`src/rtl/mem_arbiter_pkg.sv`:
```
// Shared types and widths for the kanade32 memory arbiter, core and RAM.
package kanade_mem_pkg;

  localparam int MEM_ADDR_W = 30;
  localparam int MEM_DATA_W = 32;

  typedef enum logic [1:0] {
    IDLE,
    RD_RESP,
    WR_COMMIT
  } arb_state_t;

  typedef enum logic [1:0] {
    GNT_NONE,
    GNT_I,
    GNT_D
  } grant_t;

endpackage

```
`src/rtl/mem_arb_pick.sv`:
```
// Combinational winner select between fetch (I) and load/store (D) requests.
// MEM_ARB_RR_EN selects round-robin; otherwise fixed D priority with a starvation guard.
module mem_arb_pick
  import kanade_mem_pkg::*;
`ifndef MEM_ARB_RR_EN
#(
  parameter int STARVE_MAX = 4,
  parameter int CNT_W      = 3
)
`endif
(
  input  logic             i_req,
  input  logic             d_req,
`ifdef MEM_ARB_RR_EN
  input  grant_t           last_gnt,
`else
  input  logic [CNT_W-1:0] starve_cnt,
`endif
  output grant_t           gnt
);

`ifdef MEM_ARB_RR_EN
  // On a contest the port that did not win last time goes first.
  always_comb begin
    gnt = GNT_NONE;
    if (i_req && d_req) begin
      gnt = (last_gnt == GNT_D) ? GNT_I : GNT_D;
    end else if (d_req) begin
      gnt = GNT_D;
    end else if (i_req) begin
      gnt = GNT_I;
    end
  end
`else
  localparam logic [CNT_W-1:0] STARVE_LIM = CNT_W'(STARVE_MAX);

  // D normally wins; once fetch has lost STARVE_MAX contests in a row it gets one turn.
  always_comb begin
    gnt = GNT_NONE;
    if (i_req && d_req) begin
      gnt = (starve_cnt == STARVE_LIM) ? GNT_I : GNT_D;
    end else if (d_req) begin
      gnt = GNT_D;
    end else if (i_req) begin
      gnt = GNT_I;
    end
  end
`endif

endmodule

```
`src/rtl/mem_arbiter.sv`:
```
// Shares one single-port RAM between instruction fetch and load/store, one access per 2 cycles.
// Handshake: a requester holds req and its address/data stable until its 1-cycle ack pulse.
// Optional macro MEM_ARB_RR_EN switches arbitration from fixed D priority to round-robin.
module mem_arbiter
  import kanade_mem_pkg::*;
#(
  parameter int ADDR_W     = MEM_ADDR_W,
  parameter int DATA_W     = MEM_DATA_W,
  parameter int STARVE_MAX = 4
) (
  input  logic              clk,
  input  logic              rst_n,
  input  logic              i_req,
  input  logic [ADDR_W-1:0] i_addr,
  output logic              i_ack,
  output logic [DATA_W-1:0] i_rdata,
  input  logic              d_req,
  input  logic              d_we,
  input  logic [ADDR_W-1:0] d_addr,
  input  logic [DATA_W-1:0] d_wdata,
  output logic              d_ack,
  output logic [DATA_W-1:0] d_rdata,
  output logic              mem_wren,
  output logic [ADDR_W-1:0] mem_addr,
  output logic [DATA_W-1:0] mem_data,
  input  logic [DATA_W-1:0] mem_q,
  output arb_state_t        dbg_state
);

  arb_state_t        state_q, state_nxt;
  grant_t            gnt_q, gnt_nxt;
  grant_t            pick;
  logic [ADDR_W-1:0] addr_q, addr_nxt;

`ifdef MEM_ARB_RR_EN
  grant_t last_gnt;

  mem_arb_pick u_pick (
    .i_req    (i_req),
    .d_req    (d_req),
    .last_gnt (last_gnt),
    .gnt      (pick)
  );

  always_ff @(posedge clk or negedge rst_n) begin
    if (!rst_n) begin
      last_gnt <= GNT_I;
    end else if (state_q == IDLE && pick != GNT_NONE) begin
      last_gnt <= pick;
    end
  end
`else
  localparam int CNT_W = $clog2(STARVE_MAX + 1);
  localparam logic [CNT_W-1:0] STARVE_LIM = CNT_W'(STARVE_MAX);

  logic [CNT_W-1:0] starve_cnt;

  mem_arb_pick #(
    .STARVE_MAX (STARVE_MAX),
    .CNT_W      (CNT_W)
  ) u_pick (
    .i_req      (i_req),
    .d_req      (d_req),
    .starve_cnt (starve_cnt),
    .gnt        (pick)
  );

  // Counts D wins while fetch is waiting; any fetch grant or idle fetch port clears it.
  always_ff @(posedge clk or negedge rst_n) begin
    if (!rst_n) begin
      starve_cnt <= '0;
    end else if (!i_req) begin
      starve_cnt <= '0;
    end else if (state_q == IDLE && pick == GNT_I) begin
      starve_cnt <= '0;
    end else if (state_q == IDLE && pick == GNT_D && starve_cnt != STARVE_LIM) begin
      starve_cnt <= starve_cnt + 1'b1;
    end
  end
`endif

  always_comb begin
    state_nxt = state_q;
    gnt_nxt   = gnt_q;
    addr_nxt  = addr_q;
    case (state_q)
      IDLE: begin
        if (pick != GNT_NONE) begin
          gnt_nxt   = pick;
          addr_nxt  = (pick == GNT_D) ? d_addr : i_addr;
          state_nxt = (pick == GNT_D && d_we) ? WR_COMMIT : RD_RESP;
        end
      end
      RD_RESP, WR_COMMIT: begin
        state_nxt = IDLE;
        gnt_nxt   = GNT_NONE;
      end
      default: begin
        state_nxt = IDLE;
        gnt_nxt   = GNT_NONE;
      end
    endcase
  end

  always_ff @(posedge clk or negedge rst_n) begin
    if (!rst_n) begin
      state_q <= IDLE;
      gnt_q   <= GNT_NONE;
      addr_q  <= '0;
    end else begin
      state_q <= state_nxt;
      gnt_q   <= gnt_nxt;
      addr_q  <= addr_nxt;
    end
  end

  // The winner's address reaches the RAM in the grant cycle and is held through the response.
  assign mem_addr  = addr_nxt;
  assign mem_wren  = (state_q == WR_COMMIT);
  assign mem_data  = mem_wren ? d_wdata : '0;
  assign i_ack     = (state_q == RD_RESP) && (gnt_q == GNT_I);
  assign d_ack     = ((state_q == RD_RESP) && (gnt_q == GNT_D)) || mem_wren;
  assign i_rdata   = i_ack ? mem_q : '0;
  assign d_rdata   = ((state_q == RD_RESP) && (gnt_q == GNT_D)) ? mem_q : '0;
  assign dbg_state = state_q;

endmodule

```
`config.mk`:
```
export PLATFORM = sky130hd
export DESIGN_NAME = mem_arbiter
export DESIGN_NICKNAME = d
export VERILOG_FILES = /design/src/rtl/mem_arbiter_pkg.sv /design/src/rtl/mem_arb_pick.sv /design/src/rtl/mem_arbiter.sv
export SDC_FILE = /design/constraint.sdc
export NUM_CORES = 1
export LEC_CHECK = 0
export CORE_MARGIN = 3
export CORE_UTILIZATION = 27
export CTS_CLUSTER_SIZE = 24
export DETAILED_ROUTE_END_ITERATION = 10
export PLACE_DENSITY = 0.78
export SLEW_MARGIN = 20
export SYNTH_ARGS = -nofsm -noshare
export SYNTH_HDL_FRONTEND = slang
export SYNTH_SLANG_ARGS = --single-unit
```
`constraint.sdc`:
```
create_clock -name clk -period 1.4 [get_ports clk]
set_input_delay 0.14 -clock clk [delete_from_list [all_inputs] [get_ports clk]]
set_output_delay 0.14 -clock clk [all_outputs]
set_load 0.02 [all_outputs]
```
Yosys cells after proc, flatten, opt, wreduce, memory -nomap -nowiden
Cells that the tools add are included.

Output and inout port bits: 131. Flip-flop bits (word level): 37.

Add/subtract/negate cells: 1. Mux-type cells: 18. Reduce and logical (&&, ||, !) cells: 10. Equal/unequal tests: 10.

Operators by type and width (count): 32-bit two-way mux (3); 30-bit two-way mux (3); 2-bit two-way mux (8); 3-bit two-way mux (3); 1-bit logical AND (7); 2-bit by 1-bit == test with 1-bit output (second input constant) (3); 2-bit == test (second input constant) (3); 3-bit by 1-bit adder with 3-bit output (second input constant) (1); 3-bit == test (second input constant) (1); 3-bit by 1-bit inequality test with 1-bit output (second input constant) (1); 3-bit inequality test (second input constant) (1); 2-bit logical NOT (1); 2-bit by 1-bit inequality test with 1-bit output (second input constant) (1); 2-bit nonzero test (1); 1-bit logical OR (1); 1-bit two-way mux (1).

Longest topological paths before layout
Gate-level depths: netlist of the first run.

Depth in word-level cells: 9. Mapped depth: 7. Depth with buffers taken out: 5.

Modules after synthesis
From an unflattened synthesis of the first run, not the netlist that was laid out.

Cell total of the unflattened synthesis: 251. Area total of the unflattened synthesis: 2374.8 sq um.

By module, submodules not included: mem_arbiter (area each 2349.8 sq um, sequential area each 925.9 sq um, cells each 247, times used 1); mem_arb_pick (area each 25.0 sq um, sequential area each 0.0 sq um, cells each 4, times used 1).

Worst setup path before layout of the first run
OpenSTA, ideal clock, no wires.

Path type: reg-to-reg. Start point: reg starve_cnt[0]. End point: reg addr_q[0]. Data required time: 1.227 ns. Cell stages (with the launch flop): 8. Slack: -0.332 ns. Data arrival time: 1.559 ns. Cell sequence: dfrtp_1 -> inv_1 -> ha_1 -> nand3_2 -> and2_1 -> buf_2 -> buf_6 -> o211ai_1.

Word-level cells in the longest chain between the ends: 7.

RTL lines: from (decl) (RTL line mem_arbiter.sv:56) `logic [CNT_W-1:0] starve_cnt;`; from (signal assigned) (RTL line mem_arbiter.sv:77) `starve_cnt <= starve_cnt + 1'b1;`; 3-bit == test * (RTL line mem_arb_pick.sv:41) `gnt = (starve_cnt == STARVE_LIM) ? GNT_I : GNT_D;`; 2-bit two-way mux * (RTL line mem_arb_pick.sv:41); 2-bit two-way mux * (RTL line mem_arb_pick.sv:40) `if (i_req && d_req) begin`; 2-bit == test (RTL line mem_arbiter.sv:90) `addr_nxt = (pick == GNT_D) ? d_addr : i_addr;`; 30-bit two-way mux (RTL line mem_arbiter.sv:90); 30-bit two-way mux * (RTL line mem_arbiter.sv:88) `if (pick != GNT_NONE) begin`; 30-bit two-way mux * (RTL line mem_arbiter.sv:86) `case (state_q)`; named net mem_addr[0] (RTL line mem_arbiter.sv:24) `output logic [ADDR_W-1:0] mem_addr,`; to (signal assigned) (RTL line mem_arbiter.sv:113) `addr_q <= addr_nxt;`; to (decl) (RTL line mem_arbiter.sv:33) `logic [ADDR_W-1:0] addr_q, addr_nxt;`.

Mark *: on every way through the listed nets, which the timed path passes. The rest lies on a longest branch. A chain may end at the register's enable or synchronous reset.

Worst setup path after layout of the first run
Start point: reg state_q[1], in the netlist dbg_state[1]. End point: out mem_addr[23].

Word-level cells in the longest chain between the ends: 2.

RTL lines: from (decl) (RTL line mem_arbiter.sv:30) `arb_state_t state_q, state_nxt;`; from (signal assigned) (RTL line mem_arbiter.sv:111) `state_q <= state_nxt;`; 2-bit logical NOT (RTL line mem_arbiter.sv:86); 30-bit two-way mux (RTL line mem_arbiter.sv:86); to (decl) (RTL line mem_arbiter.sv:24).

Every way passes these cells.

==> results of run 1 <==
## timing repair
| item | 4_1_cts | 5_1_grt |
|---|---|---|
| hold buffers | 1 | 0 |
| buffers inserted | 8 | 18 |
| resized for setup | 510 | 297 |
| pin swaps | 10 | 82 |
| gates cloned | 3 | 17 |
| setup endpoints to repair | 145 | 163 |
| hold endpoints to repair | 20 | 0 |
## synthesized netlist by cell type (2+ instances only)
cell type	n
sky130_fd_sc_hd__nand2_1	4
sky130_fd_sc_hd__inv_1	2
sky130_fd_sc_hd__nor2_1	2
sky130_fd_sc_hd__or2_2	2
sky130_fd_sc_hd__clkbuf_1	22
sky130_fd_sc_hd__nand3_1	32
sky130_fd_sc_hd__o21ai_1	3
sky130_fd_sc_hd__o21ai_0	28
sky130_fd_sc_hd__o211ai_1	30
sky130_fd_sc_hd__nor2b_1	2
sky130_fd_sc_hd__ha_1	2
sky130_fd_sc_hd__dfrtp_1	37
sky130_fd_sc_hd__nand4_1	30
sky130_fd_sc_hd__buf_2	10
sky130_fd_sc_hd__and4bb_2	2
sky130_fd_sc_hd__buf_6	3
sky130_fd_sc_hd__a21boi_0	4
sky130_fd_sc_hd__and2_1	97
## per-stage QoR
| step | hold slack (ps) | util, % |
|---|---|---|
| floorplan | -155.6 | - |
| global placement | 128.3 | 59.51 |
| detailed placement | 135.2 | 59.51 |
| CTS | 345.9 | 59.55 |
| global route | 380.8 | 68.76 |
| finish | 335.1 | 68.76 |
## how the worst min path moves through the flow
stage,start,to,slack [ps],cells after the start
6_report,rst_n,addr_q[14],340,2
5_1_grt,rst_n,addr_q[20],380,2
4_1_cts,rst_n,addr_q[24],350,2
3_5_place_dp,rst_n,addr_q[24],140,1
3_3_place_gp,rst_n,addr_q[24],130,1
2_1_floorplan,rst_n,addr_q[0],-160,0
## routing by layer
metal / GRT usage (%) / vias to the layer above / wire (um)
met5: 0 / - / 0
met1: 27.14 / 1868 / 5780
li1: - / 1767 / -
met4: 5.623 / 0 / 537
met3: 5.806 / 38 / 1274
met2: 42.76 / 218 / 8307
## cell type report
| type | count | area [um2] |
|---|---|---|
| inverters | 2 | 7.507 |
| multi-input cells | 250 | 1893 |
| well taps | 129 | 161.4 |
| clock buffers | 5 | 68.82 |
| clock inverters | 3 | 17.52 |
| flip-flops and latches | 37 | 928.4 |
| fillers | 764 | 2928 |
| repair buffers | 335 | 3367 |
## power by group
part / switching (mW) / leakage [nW] / total, mW / internal [mW]
clock network: 0.408 / 0.0439 / 0.752 / 0.344
registers: 0.107 / 0.452 / 1.40 / 1.29
logic: 1.41 / 2.40 / 3.00 / 1.58
total: 1.93 / 2.90 / 5.15 / 3.22
## kinds of logic after synthesis
group                    Yosys count  synth area share (%)
buffers and inverters             38                 6.800
AND/OR/NAND/NOR                  177                 40.70
adder cells (fa/ha/maj)            2                0.9509
AO/OA/AOI/OAI                     68                 16.36
flip-flops                        37                 35.19
## flip-flops by register name (all words and copies together), names as in the netlist
signal,flops
gnt_q,2
addr_q,30
dbg_state,2
starve_cnt,3
## worst max-delay path: stages, from the launching register on
cell	delay [ps]
sky130_fd_sc_hd__dfrtp_2	460
sky130_fd_sc_hd__or2_4	330
sky130_fd_sc_hd__buf_8	170
sky130_fd_sc_hd__o21ai_1	170
sky130_fd_sc_hd__o211ai_1	140
sky130_fd_sc_hd__buf_2	190
==> impl_summary.log, run 1 <==
INFO  metric die_extent_in_x = 104.7 um
INFO  metric finalInstanceArea = 6444 um2
INFO  metric gp_congestion = 0.8463
INFO  metric dp.final_hpwl = 10240 um
INFO  metric track_usage = 23.35%
INFO  metric timing.clock.skew = 7.422 ps
INFO  metric drtPass1Iterations = 4
INFO  metric start_util = 28.08%
INFO  metric crit-reg2reg-launch = dbg_state[1]
INFO  metric timing.final.setup_violations = 147
INFO  metric synth_nets = 453
INFO  metric floorplan.core_area = 9371 um2
INFO  metric timing.critical_path.required = 1260 ps
INFO  metric clkTransAtPathRegs = 80 ps
INFO  metric critPathKind = reg2out
INFO  metric cts-htree-levels = 2
INFO  metric dieArea = 10970 um2
INFO  metric synth_cells = 322
INFO  metric hold_path_class = in2async
INFO  metric nNetsFinal = 762
INFO  metric r2r_slack = -210 ps
INFO  metric timing.max_slew.rel_slack = 65.77%
INFO  metric timing.final.ws_setup = -484.1 ps
INFO  metric grt_start_max_net_pins = 45
INFO  metric mappedNetlistArea = 2631 um2
INFO  metric timing.critical_path.from = dbg_state[1]
INFO  metric power_density = 799.1 nW/um2
INFO  metric yosys.area.top_type = sky130_fd_sc_hd__dfrtp_1
INFO  metric global_route_wire_length_before_repair = 20280 um
INFO  metric p_leak = 2.899 nW
INFO  metric unrepaired_setup_endpoints_after_global_routing = yes
INFO  metric post_placement_cell_area = 5577 um2
INFO  metric reg2regPathDepth = 6
INFO  metric antenna_found_initial = 0
INFO  metric cts_tree = built
INFO  metric element_type_at_the_critical_path_end = output port
INFO  metric total_power = 5.149 mW
INFO  metric most-common-layout-cells = sky130_fd_sc_hd__clkdlybuf4s50_1 (127), sky130_fd_sc_hd__buf_6 (77), sky130_fd_sc_hd__buf_4 (71), sky130_fd_sc_hd__and2_4 (69), sky130_fd_sc_hd__dfrtp_1 (35)
INFO  metric worst_slew_pin_slew = 513.5 ps
INFO  metric drt-initial-drc-count = 186
INFO  metric synthesis.yosys.warnings = 0
INFO  metric grt_pass1_vias = 3652
INFO  metric placement.io_buffers = 259
INFO  metric rr_endpoint = addr_q[4]
INFO  metric finalCritPeriodShare = 134.6%
INFO  metric hold_violations = 0
INFO  metric layoutNonFillerInstCount = 761
INFO  metric globalRouteOverflowTotal = 0
INFO  metric maxCapViolations = 0
INFO  metric number_of_synthesized_flops_with_an_enable_pin = 0
INFO  metric clk_path_buf_depth = 2
INFO  metric drcViolationCount = 0
INFO  metric fin_tns_setup = -48600 ps
INFO  metric synth.ff_latch_count = 37
INFO  metric routed_via_density = 5.113
INFO  metric fmaxAchievable = 530.8 MHz
INFO  metric drv_slew = 0
INFO  metric layout_overhead_on_the_synthesized_area = 144.9%
INFO  metric design.portCount = 260
INFO  metric post_route_cells_drive_above_1_share = 51.90%
INFO  metric post_synth_main_area_contributors = sky130_fd_sc_hd__dfrtp_1 (35%), sky130_fd_sc_hd__and2_1 (23%), sky130_fd_sc_hd__o211ai_1 (8.6%), sky130_fd_sc_hd__nand4_1 (7.1%), sky130_fd_sc_hd__nand3_1 (6.1%)
INFO  metric synth.yosys.seq_area_share = 35.19%
INFO  metric post-route-min-period = 1884 ps
INFO  metric path_max_fanout = 8
INFO  metric die_height = 104.7 um
INFO  metric numCtsBuffers = 5
INFO  metric worst_setup_path_start_kind = register
INFO  metric syn_avg_cell_area = 8.172 um2
INFO  metric cts-root-buf = sky130_fd_sc_hd__clkbuf_8
INFO  metric routed-via-count = 3891
INFO  metric detailed_route_wire_length_per_cell = 20.89 um
INFO  metric clkLatencyLatePin = 290 ps
INFO  metric totalWireLength = 15900 um
INFO  metric core.rowCount = 35
INFO  metric crit_end = mem_addr[23]
INFO  metric worst-endpoint-arrival = 1740 ps
INFO  metric place_ws = -779.2 ps
INFO  metric violations_in_the_final_reports = setup timing
INFO  metric status = complete, but fails checks
INFO  metric ir_drop = 0.0006880 V
INFO  metric placedCellCount = 707
INFO  metric total_clock_sinks = 37
INFO  metric synth_ff_type = sky130_fd_sc_hd__dfrtp_1
INFO  metric asyncSetResetFlopFracSynth = 100.0%
INFO  metric synth_top_area_share = 35.19%
INFO  metric layout.cells.most_common = sky130_fd_sc_hd__clkdlybuf4s50_1
INFO  metric insertedDiodeCount = 0
INFO  metric detail-route-antenna-nets = 0
INFO  metric post_synth_num_cell_types = 28
Power figures use the tool's default switching activity.
==> run 2: changes to the inputs <==
ABC_CLOCK_PERIOD_IN_PS = 2100   (was unset)
CORE_AREA = 3 3 101 103   (was unset)
CORE_MARGIN = unset   (was 3)
CORE_UTILIZATION = unset   (was 27)
DIE_AREA = 0 0 104 106   (was unset)
PLACE_DENSITY = 0.76   (was 0.78)
clock period = 2.1 ns   (was 1.4 ns; I/O delays follow)
==> run 2 against run 1 <==
The run now ends clean. Critical path depth is 2 higher. Register-to-register slack improved by 670 ps. Sequential share of layout area is 2.4 points higher. Total power fell by 43%. Clock power shrank 34%. Count of clock-buffer cells in the layout rose by 2. Combinational power shrank 49%. Non-clock buffer count decreased by 35. Critical path type unchanged. Critical endpoint is now mem_addr[12]. Largest power group unchanged.
==> impl_summary.log, run 2 (synthesis gave the netlist of run 1 again) <==
INFO  metric status = finished, final reports clean
INFO  metric dieArea = 11020 um2 (+0.53%)
INFO  metric gp_congestion = 0.7954 (-6.0%)
INFO  metric worstPathCellList = inv_1, ha_2, nand3_2, and2_4, buf_4, o211ai_1, buf_2
INFO  metric worst_setup_path_start_kind = register
INFO  metric drt-initial-drc-count = 200 (+7.5%)
INFO  metric final-seq-area = 927.1 um2 (-0.13%)
INFO  metric placement.io_buffers = 259 (unchanged)
INFO  metric timing.final.ws_setup = 79.50 ps (+563.6 ps)
INFO  metric design.portCount = 260 (unchanged)
INFO  metric globalRouteOverflowTotal = 0 (unchanged)
INFO  metric total_of_fill_cells_in_the_finished_design = 896 (+17%)
INFO  metric die_extent_in_x = 104 um (-0.69%)
INFO  metric routed-via-count = 3550 (-8.8%)
INFO  metric hold_slack = 503.8 ps (+168.8 ps)
INFO  metric core.rowCount = 35 (unchanged)
INFO  metric unrepaired_setup_endpoints_after_global_routing = yes
INFO  metric maxCapViolations = 0 (unchanged)
INFO  metric ir_drop = 0.0004131 V (-40%)
INFO  metric most-common-layout-cells = sky130_fd_sc_hd__clkdlybuf4s50_1 (129), sky130_fd_sc_hd__and2_1 (96), sky130_fd_sc_hd__dlygate4sd2_1 (93), sky130_fd_sc_hd__buf_4 (60), sky130_fd_sc_hd__dfrtp_1 (36)
INFO  metric nNetsFinal = 724 (-5.0%)
INFO  metric grt_pass1_vias = 3542 (-3.0%)
INFO  metric routed_via_density = 4.910 (-4.0%)
INFO  metric drtPass1Iterations = 4 (unchanged)
INFO  metric timing.clock.skew = 8.386 ps (+0.9644 ps)
INFO  metric finalInstanceArea = 5518 um2 (-14%)
INFO  metric track_usage = 22.45% (-0.90 points)
INFO  metric p_leak = 2.706 nW (-6.7%)
INFO  metric hold_violations = 0 (unchanged)
INFO  metric area_occupied_by_multi_input_gates = 1545 um2 (-18%)
INFO  metric antenna_found_initial = 1 (+1)
INFO  metric clkLatencyLatePin = 280 ps (about the same)
INFO  metric power_report.internal_total = 1.885 mW (-41%)
INFO  metric post_route_cells_drive_above_1_share = 15.51% (-36 points)
INFO  metric critPathSlowestCell = sky130_fd_sc_hd__dfrtp_1
INFO  metric reg_top3 = addr_q x30, starve_cnt x3
INFO  metric max_ffs_per_register = 30 (unchanged)
INFO  metric drv_slew = 0 (unchanged)
INFO  metric path_max_fanout = 6 (-2)
INFO  metric cts_tree = built
INFO  metric clkTransAtPathRegs = 70 ps (about the same)
INFO  metric worst_slew_pin_slew = 490.7 ps (-22.80 ps)
INFO  metric sw_frac_of_total = 36.00% (-1.5 points)
INFO  metric layout_overhead_on_the_synthesized_area = 109.7%
INFO  metric global_route_wire_length_before_repair = 19740 um (-2.7%)
INFO  metric layout.cells.most_common = sky130_fd_sc_hd__clkdlybuf4s50_1
INFO  metric post-route-min-period = 2020 ps
INFO  metric fmaxAchievable = 494.9 MHz
INFO  metric grt_start_max_net_pins = 55 (+22%)
INFO  metric hold_path_class = in2async
INFO  metric critPathKind = reg2out
INFO  metric cpLargestDelayFamily = buffers and inverters
INFO  metric pwr-share-clk = 16.9% (+2.3 points)
INFO  metric detail-route-antenna-nets = 0 (unchanged)
INFO  metric critPathBufInv = 3 (+1)
INFO  metric element_type_at_the_critical_path_end = output port
INFO  metric power_density = 533.8 nW/um2 (-33%)
INFO  metric timing.max_slew.rel_slack = 67.29% (+1.5 points)
INFO  metric total_clock_sinks = 37 (unchanged)
INFO  metric post_placement_cell_area = 5559 um2 (-0.31%)
INFO  metric top_register = addr_q
INFO  metric worst-endpoint-arrival = 1810 ps (+70 ps)
INFO  metric drcViolationCount = 0 (unchanged)
INFO  metric dp.final_hpwl = 10390 um (+1.5%)
INFO  metric totalWireLength = 13090 um (-18%)
INFO  metric clk_path_buf_depth = 2 (unchanged)
INFO  metric netSwitchingPower = 1.060 mW (-45%)
INFO  metric detailed_route_wire_length_per_cell = 18.10 um (-13%)
INFO  metric die_height = 106 um (+1.2%)
INFO  metric timing.final.setup_violations = 0 (-100%)
INFO  metric power_frac_seq = 30.7% (+3.5 points)
INFO  metric finalCritPeriodShare = 96.21%
INFO  metric floorplan.core_area = 9284 um2 (-0.93%)
INFO  metric portion_of_total_power_attributed_to_combinational_logic = 52.4% (-5.8 points)
INFO  metric numCtsBuffers = 5 (unchanged)
INFO  metric start_util = 28.34% (+0.26 points)
INFO  metric cts-root-buf = sky130_fd_sc_hd__clkbuf_8
INFO  metric timing.critical_path.required = 1890 ps (+630 ps)
INFO  metric place_ws = -292.3 ps (+486.8 ps)
INFO  metric critical_path.max_stage_delay = 380 ps (-80 ps)
INFO  metric cts-htree-levels = 2 (unchanged)
[run 2: changes by cell type in the layout (fill, tap and decap cells not counted), moves of 3 or more]
| cell | previous run | this run |
|---|---|---|
| sky130_fd_sc_hd__buf_6 | 77 | 3 |
| sky130_fd_sc_hd__clkbuf_16 | 11 | 0 |
| sky130_fd_sc_hd__buf_2 | 9 | 5 |
| sky130_fd_sc_hd__and2_4 | 69 | 1 |
| sky130_fd_sc_hd__clkbuf_2 | 26 | 0 |
| sky130_fd_sc_hd__buf_4 | 71 | 60 |
| sky130_fd_sc_hd__o21ai_0 | 0 | 27 |
| sky130_fd_sc_hd__o21ai_1 | 8 | 4 |
| sky130_fd_sc_hd__nand3_1 | 29 | 32 |
| sky130_fd_sc_hd__and2_1 | 30 | 96 |
| sky130_fd_sc_hd__dlygate4sd2_1 | 0 | 93 |
| sky130_fd_sc_hd__o21ai_2 | 23 | 0 |
[run 2: through the flow]
stage | instances | total power [mW] | utilization, % | setup TNS, ps
6_report | 723 | 2.945 | 59.43 | 0
5_1_grt | 723 | 3.117 | 59.43 | -26.20
4_1_cts | 717 | 2.870 | 58.13 | 0
3_5_place_dp | 709 | 2.542 | 59.88 | -7618
3_3_place_gp | 709 | 2.515 | 59.88 | -6671
2_1_floorplan | 322 | 1.603 | - | 0
[run 2: power groups by stage]
stage	logic (mW)	clock network, mW	registers (mW)
detailed placement	1.63	0	0.916
finish	1.54	0.498	0.903
global placement	1.61	0	0.909
floorplan	0.696	0	0.906
CTS	1.45	0.517	0.905
global route	1.66	0.540	0.921
[run 2: path summary, 6_finish.rpt]
| check | from | depth (start not counted) | to | slack (ps) |
|---|---|---|---|---|
| setup / recovery | starve_cnt[0] | 7 | mem_addr[12] | 80 |
| hold / removal | rst_n | 3 | addr_q[18] | 500 |
| setup reg to reg | dbg_state[1] | 6 | addr_q[28] | 460 |
| hold reg to reg | addr_q[8] | 2 | addr_q[8] | 510 |
| max in group asynchronous | rst_n | 3 | dbg_state[0] | 1210 |
| min in group clk | d_we | 2 | dbg_state[0] | 510 |
[run 2: tightest hold or removal path, cell delays in order]
cell	delay (ps)
sky130_fd_sc_hd__dlygate4sd3_1	520
sky130_fd_sc_hd__buf_2	90
sky130_fd_sc_hd__buf_4	400
[run 2: timing repair]
item / in CTS / in global routing
hold buffers: 1 / 0
endpoints found under the setup margin: 125 / 32
buffers inserted: 0 / 5
pin swaps: 0 / 18
gates resized for setup: 217 / 33
hold endpoints to repair: 37 / 0
[run 2: layer usage]
layer / track usage [%] / vias to the layer above / wire, um
met4: 7.312 / 0 / 361
met1: 24.90 / 1676 / 5002
met2: 40.90 / 165 / 6718
met5: 0 / - / 0
li1: - / 1683 / -
met3: 6.922 / 26 / 1002
[run 2: final cells by class]
cell class              count  area share, %
repair buffers            300          50.52
clock buffers               7          1.565
flip-flops and latches     37          16.80
inverters                   2         0.1361
diodes                      1        0.04535
well taps                 129          2.925
multi-input cells         247          28.00
==> run 3: changes to the inputs <==
TNS_END_PERCENT = 30   (was unset)
==> run 3 against run 2 <==
Fmax hardly changed. Sequential share of layout area rose by 0.18 points. Sequential cell count unchanged. Final cell count decreased by 0.55%. Sequential power about the same. Critical path type unchanged. Largest power group unchanged.
==> impl_summary.log, run 3 (synthesis gave the netlist of run 1 again) <==
INFO  metric timing.critical_path.required = 1890 ps (about the same)
INFO  metric dieArea = 11020 um2 (unchanged)
INFO  metric r2r_slack = 560 ps (+100 ps)
INFO  metric status = finished, final reports clean
INFO  metric global_route_wire_length_before_repair = 19740 um (unchanged)
INFO  metric hold_path_class = in2async
INFO  metric worst_slew_pin_slew = 496.1 ps (+5.443 ps)
INFO  metric totalWireLength = 13060 um (-0.18%)
INFO  metric critPathSlowestCell = sky130_fd_sc_hd__dfrtp_1
INFO  metric critPathBufInv = 2 (-1)
INFO  metric reg_top3 = addr_q x30, starve_cnt x3
INFO  metric layout_overhead_on_the_synthesized_area = 107.5%
INFO  metric grt_pass1_vias = 3542 (unchanged)
INFO  metric maxCapViolations = 0 (unchanged)
INFO  metric top_register = addr_q
INFO  metric pwr-share-clk = 17.3% (+0.4 points)
INFO  metric drcViolationCount = 0 (unchanged)
INFO  metric floorplan.core_area = 9284 um2 (unchanged)
INFO  metric drt-initial-drc-count = 209 (+4.5%)
INFO  metric most-common-layout-cells = sky130_fd_sc_hd__clkdlybuf4s50_1 (129), sky130_fd_sc_hd__and2_1 (96), sky130_fd_sc_hd__dlygate4sd2_1 (90), sky130_fd_sc_hd__buf_4 (40), sky130_fd_sc_hd__dfrtp_1 (36)
INFO  metric crit-reg2reg-launch = dbg_state[1]
INFO  metric path_max_fanout = 30 (+24)
INFO  metric p_leak = 2.714 nW (+0.29%)
INFO  metric critical_path.max_stage_delay = 470 ps (+90 ps)
INFO  metric grt_start_max_net_pins = 55 (unchanged)
INFO  metric detail-route-antenna-nets = 0 (unchanged)
INFO  metric core.rowCount = 35 (unchanged)
INFO  metric critPathKind = reg2out
INFO  metric fmaxAchievable = 495.2 MHz (about the same)
INFO  metric start_util = 28.34% (unchanged)
INFO  metric routed_via_density = 4.879 (-0.63%)
INFO  metric worstPathCellList = and4bb_4, buf_12, and2_1, dlygate4sd2_1
INFO  metric post_placement_cell_area = 5559 um2 (unchanged)
INFO  metric worst-endpoint-arrival = 1810 ps (about the same)
INFO  metric clk_path_buf_depth = 2 (unchanged)
INFO  metric timing.max_slew.rel_slack = 66.92% (-0.36 points)
INFO  metric clkTransAtPathRegs = 70 ps (about the same)
INFO  metric dp.final_hpwl = 10390 um (unchanged)
INFO  metric power_frac_seq = 31.4% (+0.7 points)
INFO  metric area_occupied_by_multi_input_gates = 1545 um2 (unchanged)
INFO  metric die_extent_in_x = 104 um (unchanged)
INFO  metric post-route-min-period = 2019 ps (-1.099 ps)
INFO  metric reg2regPathDepth = 5 (-1)
INFO  metric antenna_found_initial = 1 (unchanged)
INFO  metric power_report.internal_total = 1.824 mW (-3.3%)
INFO  metric final-seq-area = 927.1 um2 (unchanged)
INFO  metric fin_tns_setup = 0 ps (unchanged)
INFO  metric nNetsFinal = 720 (-0.55%)
INFO  metric total_clock_sinks = 37 (unchanged)
INFO  metric numCtsBuffers = 5 (unchanged)
INFO  metric finalInstanceArea = 5459 um2 (-1.1%)
INFO  metric post_route_cells_drive_above_1_share = 14.94% (-0.57 points)
INFO  metric total_power = 2.874 mW (-2.4%)
INFO  metric rr_endpoint = addr_q[10]
INFO  metric element_type_at_the_critical_path_end = output port
INFO  metric layout.cells.most_common = sky130_fd_sc_hd__clkdlybuf4s50_1
INFO  metric worst_setup_path_start_kind = register
INFO  metric total_of_fill_cells_in_the_finished_design = 900 (+0.45%)
INFO  metric gp_congestion = 0.7954 (unchanged)
INFO  metric cts_tree = built
INFO  metric clkLatencyLatePin = 280 ps (about the same)
INFO  metric max_ffs_per_register = 30 (unchanged)
INFO  metric sw_frac_of_total = 36.55% (+0.55 points)
INFO  metric cpLargestDelayFamily = buffers and inverters
INFO  metric timing.final.setup_violations = 0 (unchanged)
INFO  metric hold_violations = 0 (unchanged)
INFO  metric power_density = 526.5 nW/um2 (-1.4%)
INFO  metric globalRouteOverflowTotal = 0 (unchanged)
INFO  metric hold_slack = 511.2 ps (+7.368 ps)
INFO  metric timing.clock.skew = 8.022 ps (-0.3639 ps)
INFO  metric netSwitchingPower = 1.051 mW (-0.91%)
INFO  metric drv_slew = 0 (unchanged)
INFO  metric cts-htree-levels = 2 (unchanged)
INFO  metric finalCritPeriodShare = 96.16% (about the same)
INFO  metric portion_of_total_power_attributed_to_combinational_logic = 51.3% (-1.1 points)
INFO  metric die_height = 106 um (unchanged)
INFO  metric placement.io_buffers = 259 (unchanged)
INFO  metric detailed_route_wire_length_per_cell = 18.17 um (+0.37%)
INFO  metric cts-root-buf = sky130_fd_sc_hd__clkbuf_8
INFO  metric track_usage = 22.45% (unchanged)
INFO  metric routed-via-count = 3508 (-1.2%)
INFO  metric ir_drop = 0.0004012 V (-2.9%)
INFO  metric drtPass1Iterations = 4 (unchanged)
INFO  metric design.portCount = 260 (unchanged)
run 3: cell type report:
cell class	instances	share of cell area, %
well taps	129	2.957
repair buffers	296	49.99
flip-flops and latches	37	16.98
diodes	1	0.04584
clock buffers	7	1.581
multi-input cells	247	28.31
inverters	2	0.1375
run 3: metal layers:
layer	global-route usage, %	share of wire [%]	up-vias
met5	0	0	-
met4	7.312	2.6	0
li1	-	-	1673
met1	24.90	39	1661
met3	6.922	7.2	22
met2	40.90	52	152
run 3: tightest hold or removal path, cell delays in order:
cell and delay [ps]:
sky130_fd_sc_hd__dlygate4sd3_1 520, sky130_fd_sc_hd__buf_2 90, sky130_fd_sc_hd__buf_4 410
run 3: power by group through the flow:
stage	combinational (mW)	sequential [mW]	clock (mW)
final	1.47	0.903	0.496
after global routing	1.58	0.921	0.540
after CTS	1.45	0.905	0.517
after detailed placement	1.63	0.916	0
after global placement	1.61	0.909	0
after floorplan	0.696	0.906	0
run 3: per-stage QoR:
stage	util, %	cells	setup slack, ps
after floorplan	-	322	331.4
after global placement	59.88	709	-256.8
after detailed placement	59.88	709	-292.3
after CTS	58.17	717	-179.8
after global routing	58.80	719	-1.100
final	58.80	719	80.60
run 3: worst max path at each step:
stage                  startpoint            to  cells after the start
floorplan           starve_cnt[0]   mem_addr[0]                      7
global route         dbg_state[1]    d_rdata[0]                      4
finish               dbg_state[1]   d_rdata[31]                      4
global placement            d_req  mem_addr[24]                      7
CTS                  dbg_state[1]    d_rdata[3]                      4
detailed placement          i_req  mem_addr[15]                      6
run 3: what timing repair did:
item,in CTS,in global routing
pin swaps,0,2
resized for setup,214,20
endpoints found under the setup margin,125,35
buffers inserted,0,1
hold buffers,1,0
endpoints found under the hold margin,37,0
